### src/rtl/wb_result_stage.sv
// Write-back result stage: picks ALU, load or link data, extracts and extends loads
// by byte lane, flags bad loads, and registers everything in one WB pipeline register.
module wb_result_stage #(
    parameter int DATA_W     = 32,
    parameter int REG_AW     = 5,
    parameter int BIG_ENDIAN = 0
) (
    input  logic              clk,
    input  logic              reset,
    input  logic              stall_i,
    input  logic              flush_i,
    input  logic              valid_MEM,
    input  logic [DATA_W-1:0] ALU_Result_MEM,
    input  logic [DATA_W-1:0] Read_Data_MEM,
    input  logic [DATA_W-1:0] PC_Plus8_MEM,
    input  logic [1:0]        ResultSel_MEM,
    input  logic [1:0]        LoadSize_MEM,
    input  logic              LoadSigned_MEM,
    input  logic              RegWrite_MEM,
    input  logic [REG_AW-1:0] WriteReg_MEM,
    output logic [DATA_W-1:0] Write_Data_WB,
    output logic [REG_AW-1:0] WriteReg_WB,
    output logic              RegWrite_WB,
    output logic              valid_WB,
    output logic              err_WB
);

    localparam int NB    = DATA_W / 8;
    localparam int OFF_W = $clog2(NB);

    generate
        if (DATA_W != 32 && DATA_W != 64) begin : g_bad_width
            $error("wb_result_stage: DATA_W must be 32 or 64");
        end
    endgenerate

    typedef enum logic [1:0] {
        SEL_ALU  = 2'd0,
        SEL_MEM  = 2'd1,
        SEL_LINK = 2'd2,
        SEL_RSVD = 2'd3
    } result_sel_t;

    // Byte k of the memory word in address order, honouring the configured endianness.
    function automatic logic [7:0] lane_byte(input logic [DATA_W-1:0] word, input int k);
        int idx;
        idx = (BIG_ENDIAN != 0) ? (NB - 1 - k) : k;
        return word[8*idx +: 8];
    endfunction

    function automatic int access_bytes(input logic [1:0] size);
        int n;
        n = 1 << int'(size);
        if (n > NB) n = NB;
        return n;
    endfunction

    function automatic logic is_misaligned(input logic [OFF_W-1:0] off, input logic [1:0] size);
        int mask;
        mask = (1 << int'(size)) - 1;
        return (int'(off) & mask) != 0;
    endfunction

    function automatic logic is_illegal(input logic [1:0] size);
        return (size == 2'd3) && (DATA_W == 32);
    endfunction

    // Assemble the field starting at lane=off, then sign/zero extend above it.
    // A full-width access leaves no bits to extend, so LoadSigned has no effect there.
    function automatic logic [DATA_W-1:0] extract_load(
        input logic [DATA_W-1:0] word,
        input logic [OFF_W-1:0]  off,
        input logic [1:0]        size,
        input logic              sgn
    );
        logic [DATA_W-1:0] field;
        logic              sbit;
        int                n;
        int                lane;
        int                pos;
        field = '0;
        n     = access_bytes(size);
        for (int i = 0; i < NB; i++) begin
            if (i < n) begin
                lane = (int'(off) + i) % NB;
                pos  = (BIG_ENDIAN != 0) ? (n - 1 - i) : i;
                field[8*pos +: 8] = lane_byte(word, lane);
            end
        end
        sbit = field[8*n - 1];
        for (int b = 0; b < DATA_W; b++) begin
            if (b >= 8*n) field[b] = sgn & sbit;
        end
        return field;
    endfunction

    logic [OFF_W-1:0]  byte_off;
    logic [DATA_W-1:0] load_data;
    logic [DATA_W-1:0] next_data;
    logic              next_err;
    logic              next_we;

    assign byte_off  = ALU_Result_MEM[OFF_W-1:0];
    assign load_data = extract_load(Read_Data_MEM, byte_off, LoadSize_MEM, LoadSigned_MEM);

    always_comb begin
        next_data = '0;
        next_err  = 1'b0;
        case (result_sel_t'(ResultSel_MEM))
            SEL_ALU:  next_data = ALU_Result_MEM;
            SEL_MEM: begin
                if (is_illegal(LoadSize_MEM) || is_misaligned(byte_off, LoadSize_MEM)) begin
                    next_err = 1'b1;
                end else begin
                    next_data = load_data;
                end
            end
            SEL_LINK: next_data = PC_Plus8_MEM;
            default:  next_err  = 1'b1;
        endcase
        next_we = RegWrite_MEM && valid_MEM && (WriteReg_MEM != '0) && !next_err;
    end

    // WB pipeline register: reset and flush clear it, stall holds it, invalid loads a bubble.
    always_ff @(posedge clk) begin
        if (reset || flush_i) begin
            Write_Data_WB <= '0;
            WriteReg_WB   <= '0;
            RegWrite_WB   <= 1'b0;
            valid_WB      <= 1'b0;
            err_WB        <= 1'b0;
        end else if (!stall_i) begin
            if (!valid_MEM) begin
                Write_Data_WB <= '0;
                WriteReg_WB   <= '0;
                RegWrite_WB   <= 1'b0;
                valid_WB      <= 1'b0;
                err_WB        <= 1'b0;
            end else begin
                Write_Data_WB <= next_data;
                WriteReg_WB   <= WriteReg_MEM;
                RegWrite_WB   <= next_we;
                valid_WB      <= 1'b1;
                err_WB        <= next_err;
            end
        end
    end

endmodule

### config.mk
export PLATFORM = sky130hd
export DESIGN_NAME = wb_result_stage
export DESIGN_NICKNAME = d
export VERILOG_FILES = /design/src/rtl/wb_result_stage.sv
export SDC_FILE = /design/constraint.sdc
export NUM_CORES = 1
export LEC_CHECK = 0
export ABC_CLOCK_PERIOD_IN_PS = 5600
export BUFFER_PORTS_ARGS = -buffer_cell sky130_fd_sc_hd__buf_2
export CORE_ASPECT_RATIO = 2
export CORE_MARGIN = 2
export CORE_UTILIZATION = 25
export CTS_CLUSTER_DIAMETER = 80
export DETAILED_ROUTE_END_ITERATION = 8
export MAX_ROUTING_LAYER = met4
export PLACE_DENSITY = 0.56
export REMOVE_ABC_BUFFERS = 1
export SLEW_MARGIN = 40
export SYNTH_ARGS = -nofsm -noshare
export SYNTH_HDL_FRONTEND = slang
export SYNTH_SLANG_ARGS = --single-unit
### constraint.sdc
create_clock -name clk -period 5.6 [get_ports clk]
set_clock_uncertainty 0.1 [all_clocks]
set_input_delay 0.28 -clock clk [delete_from_list [all_inputs] [get_ports clk]]
set_output_delay 0.28 -clock clk [all_outputs]
set_load 0.05 [all_outputs]
### Yosys cells after proc, flatten, opt, wreduce, memory -nomap -nowiden

Cells that the tools add are included.

| storage, ports and cells | value |
|---|---|
| output and inout bits | 40 |
| register bits after elaboration | 40 |
| input bits | 112 |

| operators by class | value |
|---|---|
| bitwise logic cells | 5 |
| order comparisons | 38 |
| shift operators | 5 |
| mux-type cells | 49 |
| reduce and logical (&&, ||, !) cells | 13 |
| equal/unequal tests | 3 |
| add/subtract/negate cells | 5 |

Operators with widths:

| cell | count |
|---|---|
| 6-bit by 32-bit greater-or-equal comparator with 1-bit output (first input constant) | 16 |
| 5-bit by 32-bit greater-or-equal comparator with 1-bit output (first input constant) | 8 |
| 4-bit by 32-bit greater-or-equal comparator with 1-bit output (first input constant) | 4 |
| 32-bit by 6-bit indexed part select with 8-bit output | 4 |
| 32-bit 2-to-1 mux | 3 |
| 32-bit one-hot mux with 3 select lines | 1 |
| 3-bit by 32-bit greater-or-equal comparator with 1-bit output (first input constant) | 2 |
| 3-bit by 32-bit < comparator with 1-bit output (first input constant) | 2 |
| 32-bit by 2-bit subtractor with 32-bit output (second input constant) | 2 |
| 1-bit 2-to-1 mux | 38 |
| 3-bit by 32-bit bitwise AND with 32-bit output | 1 |
| 1-bit by 32-bit greater-or-equal comparator with 1-bit output (first input constant) | 1 |
| 2-bit by 32-bit greater-or-equal comparator with 1-bit output (first input constant) | 1 |
| 32-bit by 4-bit greater-than comparator with 1-bit output (second input constant) | 1 |
| 1-bit by 32-bit < comparator with 1-bit output (first input constant) | 1 |
| 2-bit by 32-bit < comparator with 1-bit output (first input constant) | 1 |
| 32-bit by 7-bit < comparator with 1-bit output (second input constant) | 1 |
| 8-bit 2-to-1 mux | 4 |
| 32-bit nonzero test | 1 |
| 1-bit by 2-bit left shift with 32-bit output (first input constant) | 1 |
| 2-bit OR reduction | 4 |
| 1-bit binary-select mux with 5-bit select | 1 |
| 5-bit 2-to-1 mux | 1 |
| 5-bit nonzero test | 1 |
| 11 further kinds | 18 |

### Depth between registers and ports, before layout

Gate-level depths: netlist of the first run.

| logic depth | value |
|---|---|
| depth after elaboration | 13 |
| mapped depth | 9 |
| mapped depth without buffers | 7 |

### Least setup slack after synthesis of the first run

No wires, ideal clock.

| timing path | value |
|---|---|
| path kind | input to register |
| start | in LoadSize_MEM[1] |
| end | reg Write_Data_WB[22] |
| setup time | 0.086 ns |
| setup slack | 3.634 ns |
| stages on the path | 8 |
| arrival | 1.779 ns |
| cells stage by stage | nor2_1 -> inv_1 -> ha_1 -> nor2b_1 -> nor4b_4 -> buf_6 -> o211ai_1 -> a221oi_2 |

| on the way | value |
|---|---|
| cells in the longest elaborated chain, start to end | 13 |
| elaborated cells on any way between the ends | 26 |
| classes of those cells | add/sub: 2; order compare: 6; eq/ne: 1; shift: 1; mux: 12; bitwise: 2; reduce/logical: 2 |

RTL lines:

| item | RTL line | text |
|---|---|---|
| from (decl) | 17 | `input logic [1:0] LoadSize_MEM,` |
| 1-bit by 2-bit left shift with 32-bit output | 53, 60 |  |
| 32-bit by 4-bit greater-than comparator with 1-bit output | 54 | `if (n > NB) n = NB;` |
| 32-bit 2-to-1 mux | 54 |  |
| 1-bit by 32-bit < comparator with 1-bit output, or another cell as far along | 84 | `if (i < n) begin` |
| 8-bit 2-to-1 mux | 84 |  |
| 1-bit binary-select mux with 5-bit select | 90 | `sbit = field[8*n - 1];` |
| 1-bit 2-to-1 mux (not written as such) (2 in series) | 90 |  |
| 1-bit bitwise AND | 92 | `if (b >= 8*n) field[b] = sgn & sbit;` |
| 1-bit 2-to-1 mux | 92 |  |
| 32-bit 2-to-1 mux (*) | 112 | `if (is_illegal(LoadSize_MEM) \|\| is_misaligned(byte_off, LoadSize_MEM)) begin` |
| 32-bit one-hot mux with 3 select lines (*) | 109 | `case (result_sel_t'(ResultSel_MEM))` |
| 32-bit 2-to-1 mux (*) | 133 | `if (!valid_MEM) begin` |
| to (signal assigned) | 140 | `Write_Data_WB <= next_data;` |
| to (decl) | 21 | `output logic [DATA_W-1:0] Write_Data_WB,` |

Every way passes the cells marked *; elsewhere a longest branch is shown, timed or not. The select of a mux whose other input is x is not followed.
A chain may end at the register's enable or synchronous reset.

### Worst setup path after layout of the first run

| timing path | value |
|---|---|
| start | in LoadSize_MEM[1] |
| end | reg Write_Data_WB[31] |

Same word-level chain as after synthesis.

==> results of run 1 <==
path summary, 6_finish.rpt:
path	to	slack [ns]	cells after the start
setup / recovery	Write_Data_WB[31]	2.88	9
hold / removal	WriteReg_WB[4]	0.14	3
setup reg to reg	Write_Data_WB[0]	4.45	4
hold reg to reg	Write_Data_WB[9]	0.37	2
kinds of logic (layout without fill, tap and decap cells):
kind of cell / Yosys count / count (layout)
compound gates: 102 / 102
simple gates: 81 / 81
mux: 80 / 80
flops: 40 / 40
buf+inv: 35 / 164
fa+ha+maj: 2 / 2
state kept, by name, summed over array words and instances (netlist names):
| name | flops |
|---|---|
| RegWrite_WB | 1 |
| WriteReg_WB | 5 |
| valid_WB | 1 |
| err_WB | 1 |
| Write_Data_WB | 32 |
cell type report:
class / instances / share of cell area, %
Multi-Input combinational cell: 265 / 51.1
Sequential cell: 40 / 20.4
Clock buffer: 8 / 3.74
Timing Repair Buffer: 153 / 19.8
Tap cell: 145 / 4.63
Inverter: 3 / 0.287
report_power, final:
part           total [mW]  switching [mW]  internal, mW
logic               0.211           0.124        0.0868
clock network       0.293           0.115         0.178
registers           0.291         0.00234         0.289
total               0.796           0.242         0.553
layout by cell type, fill, tap and decap left out, types with 9 or more instances in the layout:
master | synthesis | final
nor2_1 | 19 | 19
dfxtp_1 | 40 | 40
nand2b_1 | 11 | 11
nand2_1 | 40 | 40
a22oi_1 | 13 | 13
o221ai_1 | 9 | 9
mux2_2 | 10 | 10
buf_2 | 10 | 150
o22ai_1 | 15 | 15
a31oi_1 | 14 | 14
mux2i_1 | 68 | 68
layer usage:
metal / part of all wire (%) / vias to the layer above / wire length (um) / track usage [%]
li1: - / 1548 / - / -
met1: 34 / 1505 / 3950 / 18.1
met2: 57 / 110 / 6560 / 33.3
met3: 4.4 / 25 / 508 / 2.11
met4: 4.4 / 0 / 503 / 10.0
met5: 0 / - / 0 / -
worst max-delay path, delay by kind of cell:
family                     cells  cell delay, ns
adders and majority gates      1            0.37
and+or+nand+nor                4            1.29
buffers and inverters          3            0.56
AOI/OAI and AO/OA              1            0.29
==> flow_summary_export.csv, run 1 <==
group,metric,value,unit
power,worst_ir_drop_vdd,0.000113,V
worst_setup_path,worst_path_max_delay_cell,"nor2_1",
clock_tree,clock_tree.buffer_depth,2,
synthesis,most_used_standard_cell_by_instance_count_after_synthesis,"mux2i_1",
synthesis,synth-async-reset-ratio,0,%
sta,rsz0062_at_grt,"false",
synthesis,synth_simple_gate_area_share,13.1,%
synthesis,number_of_flops_mapped_to_enable_cells_by_yosys,0,
sta,max-slew-margin-rel,50.3,%
placed_design,detailed_place_hpwl,9010,um
placed_design,postPlaceCellArea,0.00377,mm^2
global_route,antenna_found_initial,0,
floorplanning,die_w,80.9,um
worst_setup_path,timing.critical_path.slowest_cell_delay,0.53,ns
placed_design,place.gp.congestion,0.834,
floorplanning,die_height,158,um
run,cap_viol_max_count,0,
synthesis,post_synthesis_sequential_area_ratio,27.1,%
synthesis,synth_adder_area_share,0.805,%
sta,final.period_utilization,48.5,%
clock_tree,postCtsSetupRepairBufs,0,
power,power_density_cells,203,mW/mm^2
worst_setup_path,required,5.70,ns
synthesis,synth_largest_area_cell,"dfxtp_1",
worst_setup_path,worstSetupPathType,"in -> reg",
worst_setup_path,crit-reg2reg-launch,"Write_Data_WB[0]",
sta,timing.final.max_slew_violations,0,
layout,n_fill_cell,1271,
worst_setup_path,cells_along_the_critical_path,"buf_2 -> nor2_1 -> inv_1 -> ha_1 -> nor2b_1 -> nor4b_4 -> buf_6 -> nand3_2 -> o32ai_2",
worst_hold_path,worst_hold_path_type,"in -> reg",
floorplanning,num_rows,56,
sta,period_needed,2.72,ns
global_route,grt_pass1_wl,16600,um
drt,drc_errors,0,
clock_tree,cts_root_buffer,"clkbuf_16",
sta,timing_worst_slew_pin_value,0.745,ns
synthesis,post_synth_num_cell_types,41,
synthesis,synthMuxAreaShare,28.4,%
global_route,overflow,0,
clock_tree,clock-sinks,40,
sta,timing.final.hold_violations,0,
global_route,maximum_number_of_pins_on_one_net_before_global_route_repair,37,
run_status,run_status,"finished, final reports clean",
layout,area_growth,32.7,%
placed_design,port_buffers,151,
synthesis,synthesis.area,0.00295,mm^2
global_route,vias_in_the_first_global_route,2993,
drt,number_of_drc_violations_after_detailed_routing_iteration_0,128,
layout,finalInstanceArea,0.00392,mm^2
synthesis,yosysWarningCount,0,
layout,utilization,33.7,%
layout,layout.cells.non_filler,614,
sta,setup_slack,2.88,ns
global_route,grtUsageTotal,18.2,%
layout,antenna_cells_inserted,0,
clock_tree,post_cts_resized,0,
clock_tree,clock_latency,0.28,ns
drt,postRouteAntennaNets,0,
synthesis,synth_top_family_by_area,"multiplexers",
synthesis,xor_and_xnor_area_share_after_synthesis,0,%
layout,final_net_count,581,
synthesis,ys_dominant_reg_cell,"dfxtp_1",
synthesis,postSynthAreaPerCell,8.68,um^2
sta,report.final.setup_viol,0,
synthesis,synth-seq-cells,40,
synthesis,number_of_cells_produced_by_synthesis,340,
power,total_power_after_layout,0.796,mW
drt,route.vias.total,3188,
clock_tree,cts_inserted_buffers,5,
clock_tree,cts_max_level,2,
sta,hold_ws,0.139,ns
clock_tree,tritoncts,"done",
sta,tns,0,ns
floorplanning,placeableCoreArea,0.0116,mm^2
sta,maxClockFrequency,368,MHz
clock_tree,count_of_hold_fix_buffers_inserted_at_cts,0,
worst_setup_path,setup.worst_path.start,"LoadSize_MEM[1]",
worst_setup_path,setup.worst_path.start_class,"input port",
floorplanning,initial_utilization,25.4,%
worst_setup_path,cp-end-kind,"flip-flop",
floorplanning,boundaryPins,152,
layout,storage_cell_area,801,um^2
worst_setup_path,timing.critical_path.arrival,2.82,ns
drt,routed_via_density,5.19,
drt,wire_per_inst,18.8,um
synthesis,yosys-top-cells-count,"mux2i_1, dfxtp_1, nand2_1",
floorplanning,die_area,0.0127,mm^2
placed_design,detailedPlace.worstSlack,2.59,ns
synthesis,compound_cell_area_share_of_the_yosys_netlist,25.5,%
power,p_leak,1.81,nW
layout,multi_input_area,0.00200,mm^2
layout,layout-drive-gt1-share,38.4,%
synthesis,synthTopCellsByArea,"dfxtp_1, mux2i_1, nand2_1",
worst_hold_path,hold_path_startpoint,"WriteReg_MEM[4]",
drt,drtPass1Iterations,5,
worst_setup_path,worst-path-max-fanout,16,
drt,drt_wl_total,11500,um
clock_tree,clk_pin_slew,0.06,ns
placed_design,place.detailed.instances,606,
synthesis,synth_largest_type_area_fraction,27.1,%
Power figures use the tool's default switching activity.
==> run 2, diff against run 1 <==
Settings changed: ABC_CLOCK_PERIOD_IN_PS 5600 to 2400, PLACE_DENSITY 0.56 to 0.58.
Clock period 5.6 ns to 2.4 ns, I/O delays scaled along.
==> run 2 against run 1 <==
First-iteration DRC count grew 12%. Largest power group unchanged. Combinational power grew 140%. Die area is the same. Non-clock buffer count increased by 18. Global-route usage fell by 0.24 points. Clock-buffer cell count fell by 3. Cell area rose by 4.5%. Clock power increased to 2.7 times the previous value.
==> flow_summary_export.csv, run 2 (same netlist as run 1, synthesis figures left out) <==
group,metric,value,unit
run_status,run_status,"finished, final reports clean",
power,intPower,1.38,mW
worst_setup_path,setup.worst_path.start_class,"input port",
sta,final.period_utilization,73.9,%
drt,drc_errors,0,
power,p_clk_share,39.7,%
sta,tns,0,ns
power,power_density_cells,480,mW/mm^2
clock_tree,tritoncts,"done",
drt,routed_via_density,5.10,
layout,n_fill_cell,1289,
clock_tree,postCtsSetupRepairBufs,0,
layout,area_growth,38.6,%
sta,setup_slack,0.625,ns
worst_setup_path,required,2.46,ns
power,sequentialPowerShare,34.5,%
sta,maxClockFrequency,564,MHz
drt,wire_per_inst,17.6,um
clock_tree,count_of_hold_fix_buffers_inserted_at_cts,5,
sta,rsz0062_at_grt,"false",
layout,flip_flop_count_of_the_largest_register_all_copies_and_words_added,32,
placed_design,place.gp.congestion,0.944,
sta,timing.final.max_slew_violations,0,
placed_design,detailedPlace.worstSlack,0.356,ns
worst_hold_path,worst_hold_path_type,"in -> reg",
floorplanning,placeableCoreArea,0.0116,mm^2
layout,largestRegisters,"Write_Data_WB (32), WriteReg_WB (5)",
clock_tree,clock_tree.buffer_depth,2,
worst_setup_path,worstRegToRegCells,4,
worst_setup_path,cp-end-kind,"flip-flop",
clock_tree,clock-sinks,40,
floorplanning,die_area,0.0127,mm^2
power,net_switching_fraction_of_the_power,29.6,%
layout,layout_common_cells,"buf_2, mux2i_1, dfxtp_1, nand2_1, nor2_1",
placed_design,port_buffers,151,
sta,max-slew-margin-rel,58.8,%
sta,timing.final.hold_violations,0,
worst_setup_path,cells_along_the_critical_path,"buf_2 -> mux4_2 -> o2111a_1 -> buf_4 -> a31oi_1 -> o22ai_1",
sta,timing_worst_slew_pin_value,0.617,ns
floorplanning,die_height,158,um
placed_design,place.detailed.instances,619,
drt,route.vias.total,3222,
layout,layout.cells.non_filler,632,
layout,most_common_cell_after_layout_fill_and_taps_aside,"buf_2",
layout,finalInstanceArea,0.00409,mm^2
power,power.switching,0.582,mW
clock_tree,clock_latency,0.29,ns
worst_hold_path,min_path_cells,3,
drt,drtPass1Iterations,4,
global_route,vias_in_the_first_global_route,3336,
drt,postRouteAntennaNets,0,
floorplanning,num_rows,56,
global_route,maximum_number_of_pins_on_one_net_before_global_route_repair,33,
worst_setup_path,worstSetupPathType,"in -> reg",
power,p_leak,1.91,nW
worst_setup_path,timing.critical_path.arrival,1.84,ns
layout,register_with_the_most_flip_flops,"Write_Data_WB",
run,cap_viol_max_count,0,
global_route,grt_pass1_wl,17000,um
clock_tree,clk_pin_slew,0.06,ns
worst_setup_path,timing.critical_path.slowest_cell_delay,0.56,ns
clock_tree,cts_max_level,2,
clock_tree,cts_inserted_buffers,5,
clock_tree,cts_root_buffer,"clkbuf_16",
power,p_comb_share,25.8,%
sta,period_needed,1.77,ns
drt,number_of_drc_violations_after_detailed_routing_iteration_0,143,
global_route,overflow,0,
clock_tree,post_cts_resized,0,
power,worst_ir_drop_vdd,0.000266,V
floorplanning,die_w,80.9,um
drt,drt_wl_total,11100,um
sta,report.final.setup_viol,0,
layout,layout-drive-gt1-share,40.0,%
placed_design,postPlaceCellArea,0.00387,mm^2
layout,antenna_cells_inserted,0,
sta,hold_ws,0.00408,ns
floorplanning,initial_utilization,25.4,%
worst_setup_path,worst-path-max-fanout,9,
global_route,antenna_found_initial,0,
floorplanning,boundaryPins,152,
placed_design,detailed_place_hpwl,9120,um
layout,final_net_count,599,
global_route,grtUsageTotal,17.9,%
worst_setup_path,worst_path_max_delay_cell,"mux4_2",
-- run 2: changes by cell type in the layout (fill, tap and decap cells not counted) --
cell / change
buf_12: +1
buf_2: +1
buf_4: +12
buf_6: -1
bufinv_16: +1
clkbuf_1: -2
clkbuf_8: -1
clkinv_2: +1
clkinvlp_4: +1
dlygate4sd3_1: +5
-- run 2: power groups by stage --
stage               Combinational (mW)  Clock (mW)  Sequential [mW]
floorplan                        0.219           0            0.728
global placement                 0.497           0            0.693
detailed placement               0.502           0            0.693
CTS                              0.510       0.792            0.679
global route                     0.551       0.819            0.680
finish                           0.508       0.780            0.679
-- run 2: path summary, 6_finish.rpt --
check	from	endpoint	slack [ns]
worst min-delay path	RegWrite_MEM	RegWrite_WB	0.004
worst min register to register	Write_Data_WB[9]	Write_Data_WB[9]	0.37
worst max-delay path	ALU_Result_MEM[1]	Write_Data_WB[27]	0.63
worst max register to register	Write_Data_WB[0]	Write_Data_WB[0]	1.26
-- run 2: through the flow --
stage	power (mW)	utilization, %
2_1_floorplan	0.947	-
3_3_place_gp	1.19	33.3
3_5_place_dp	1.20	33.3
4_1_cts	1.98	35.2
5_1_grt	2.05	35.2
6_report	1.97	35.2
-- run 2: layout make-up --
class	instances	area [um^2]	area share, %
flip-flops and latches	40	801	19.6
multi-input cells	265	2000	48.9
inverters	3	11.3	0.275
clock buffers	5	125	3.06
well taps	145	181	4.43
clock inverters	3	42.5	1.04
repair buffers	171	931	22.7
-- run 2: routing by layer --
metal  vias to the layer above  global-route usage [%]  routed length [um]
met5                         -                       -                   0
met1                      1504                    18.1                4050
li1                       1586                       -                   -
met2                       109                    33.1                6290
met3                        23                    2.51                 471
met4                         0                    8.15                 329
-- run 2: worst max-delay path: cells and delay by family --
| family | cells | cell delay (ns) |
|---|---|---|
| multiplexers | 1 | 0.56 |
| buffers and inverters | 2 | 0.38 |
| AO/OA/AOI/OAI | 3 | 0.78 |
==> run 3, diff against run 2 <==
Settings changed: ABC_CLOCK_PERIOD_IN_PS 2400 to 1800, PLACE_DENSITY 0.58 to 0.56.
Clock period 2.4 ns to 1.8 ns, I/O delays scaled along.
==> run 3 against run 2 <==
Sequential power rose by 33%. Die area did not move. Hold slack improved by 0.019 ns. Non-clock buffer count rose by 26. Via count rose by 5.1%.
==> flow_summary_export.csv, run 3 (same netlist as run 1, synthesis figures left out) <==
group,metric,value,unit
run_status,run_status,"finished, final reports clean",
sta,setup_slack,0.198,ns
floorplanning,boundaryPins,152,
worst_setup_path,worst-path-max-fanout,10,
placed_design,detailedPlace.worstSlack,-0.161,ns
global_route,maximum_number_of_pins_on_one_net_before_global_route_repair,33,
clock_tree,clk_pin_slew,0.06,ns
layout,largestRegisters,"Write_Data_WB (32), WriteReg_WB (5)",
drt,number_of_drc_violations_after_detailed_routing_iteration_0,152,
worst_setup_path,timing.critical_path.slowest_cell_delay,0.30,ns
worst_setup_path,timing.critical_path.arrival,1.70,ns
drt,routed_via_density,5.15,
worst_setup_path,critical_path.n_buffers_inverters,3,
worst_setup_path,worstRegToRegCells,4,
clock_tree,cts_max_level,2,
drt,drt_wl_total,12000,um
sta,rsz0062_at_grt,"false",
layout,most_common_cell_after_layout_fill_and_taps_aside,"buf_2",
floorplanning,num_rows,56,
drt,drtPass1Iterations,4,
layout,layout_common_cells,"buf_2, mux2i_1, dfxtp_1, nand2_1, buf_4",
clock_tree,tritoncts,"done",
placed_design,port_buffers,151,
worst_setup_path,cp-end-kind,"flip-flop",
drt,postRouteAntennaNets,0,
global_route,gr_met1_demand_resource,17.9,%
layout,antenna_cells_inserted,0,
worst_setup_path,critical_path_depth,9,
drt,wire_per_inst,18.3,um
worst_setup_path,worst_path_max_delay_cell,"ha_1",
drt,route.vias.total,3387,
worst_setup_path,required,1.90,ns
sta,max-slew-margin-rel,67.6,%
power,worst_ir_drop_vdd,0.000330,V
worst_hold_path,worst_hold_path_type,"in -> reg",
layout,n_fill_cell,1255,
sta,report.final.setup_viol,0,
layout,area_growth,45.7,%
sta,timing.final.hold_violations,0,
worst_setup_path,cells_along_the_critical_path,"buf_2 -> nor2_1 -> inv_1 -> ha_1 -> nor2b_1 -> nor4b_4 -> buf_4 -> o211ai_1 -> a221oi_1",
sta,maxClockFrequency,624,MHz
global_route,antenna_found_initial,0,
clock_tree,clock-sinks,40,
floorplanning,initial_utilization,25.4,%
global_route,grt_pass1_wl,18000,um
global_route,grtUsageTotal,19.3,%
floorplanning,placeableCoreArea,0.0116,mm^2
layout,register_with_the_most_flip_flops,"Write_Data_WB",
layout,flip_flop_count_of_the_largest_register_all_copies_and_words_added,32,
layout,multi_input_area,0.00201,mm^2
worst_hold_path,hold_path_startpoint,"ALU_Result_MEM[9]",
floorplanning,die_w,80.9,um
clock_tree,cts_inserted_buffers,5,
global_route,overflow,0,
worst_setup_path,crit-reg2reg-launch,"Write_Data_WB[0]",
clock_tree,cts_root_buffer,"clkbuf_16",
layout,storage_cell_area,801,um^2
sta,timing_worst_slew_pin_value,0.482,ns
floorplanning,die_height,158,um
layout,final_net_count,625,
global_route,grt_util_met3,2.28,%
clock_tree,clock_latency,0.29,ns
power,total_power_after_layout,2.56,mW
worst_setup_path,setup.worst_path.start_class,"input port",
layout,layout-drive-gt1-share,42.5,%
worst_setup_path,setup.worst_path.start,"LoadSize_MEM[1]",
sta,final.period_utilization,89.0,%
clock_tree,clock_tree.buffer_depth,2,
global_route,top_usage_layer,"met2",
power,p_leak,2.03,nW
placed_design,place.gp.congestion,0.847,
worst_hold_path,min_path_cells,3,
sta,period_needed,1.60,ns
worst_setup_path,worst_path_dominant_cell_family,"simple AND/OR/NAND/NOR gates",
sta,timing.final.max_slew_violations,0,
run,cap_viol_max_count,0,
power,power_density_cells,595,mW/mm^2
worst_setup_path,worstSetupPathType,"in -> reg",
global_route,grt_use_met2,36.9,%
floorplanning,die_area,0.0127,mm^2
drt,drc_errors,0,
placed_design,detailed_place_hpwl,9930,um
global_route,vias_in_the_first_global_route,3546,
[run 3: power by group]
| part | internal [mW] | switching [mW] | leakage, nW |
|---|---|---|---|
| clock network | 0.553 | 0.358 | 0.0712 |
| logic | 0.335 | 0.406 | 1.64 |
| registers | 0.899 | 0.00760 | 0.323 |
| total | 1.79 | 0.771 | 2.03 |
[run 3: metal layers]
layer | part of all wire (%) | up-vias
met1 | 34 | 1594
met4 | 5.0 | 0
met3 | 3.9 | 36
li1 | - | 1643
met2 | 57 | 114
met5 | 0 | -
[run 3: path summary, 6_finish.rpt]
path	end	slack, ns
worst max-delay path	Write_Data_WB[20]	0.20
worst min-delay path	Write_Data_WB[9]	0.02
worst max register to register	Write_Data_WB[0]	0.65
worst min register to register	Write_Data_WB[12]	0.37
[run 3: per-stage QoR]
| step | hold slack, ns | TNS [ns] | util (%) | cell area, um^2 | cells |
|---|---|---|---|---|---|
| 6_report | 0.0233 | 0 | 37.0 | 4300 | 658 |
| 5_1_grt | 0.0353 | 0 | 37.0 | 4300 | 658 |
| 4_1_cts | 0.0208 | 0 | 36.9 | 4290 | 658 |
| 3_5_place_dp | 0.250 | -2.43 | 35.1 | 4090 | 644 |
| 3_3_place_gp | 0.238 | -0.545 | 35.1 | 4090 | 644 |
| 2_1_floorplan | 0.126 | -13.86 | - | 2810 | 308 |
[run 3: repair_timing]
action	4_1_cts	5_1_grt
gates resized for setup	0	1
endpoints found under the hold margin	6	0
setup buffers	0	0
hold buffers	6	0
setup endpoints to repair	0	2
[run 3: final cells by class]
class	count	share of cell area (%)
timing repair buffer	197	26.8
tap	145	4.22
inverter	3	0.262
multi-input combinational	265	46.7
clock buffer	8	3.40
sequential	40	18.6
[run 3: worst reg2reg max path, delay by kind of cell, from the launching register on]
kind / cells / cell delay (ns)
AO/OA/AOI/OAI: 3 / 0.51
flip-flops: 1 / 0.34
AND/OR/NAND/NOR: 1 / 0.09
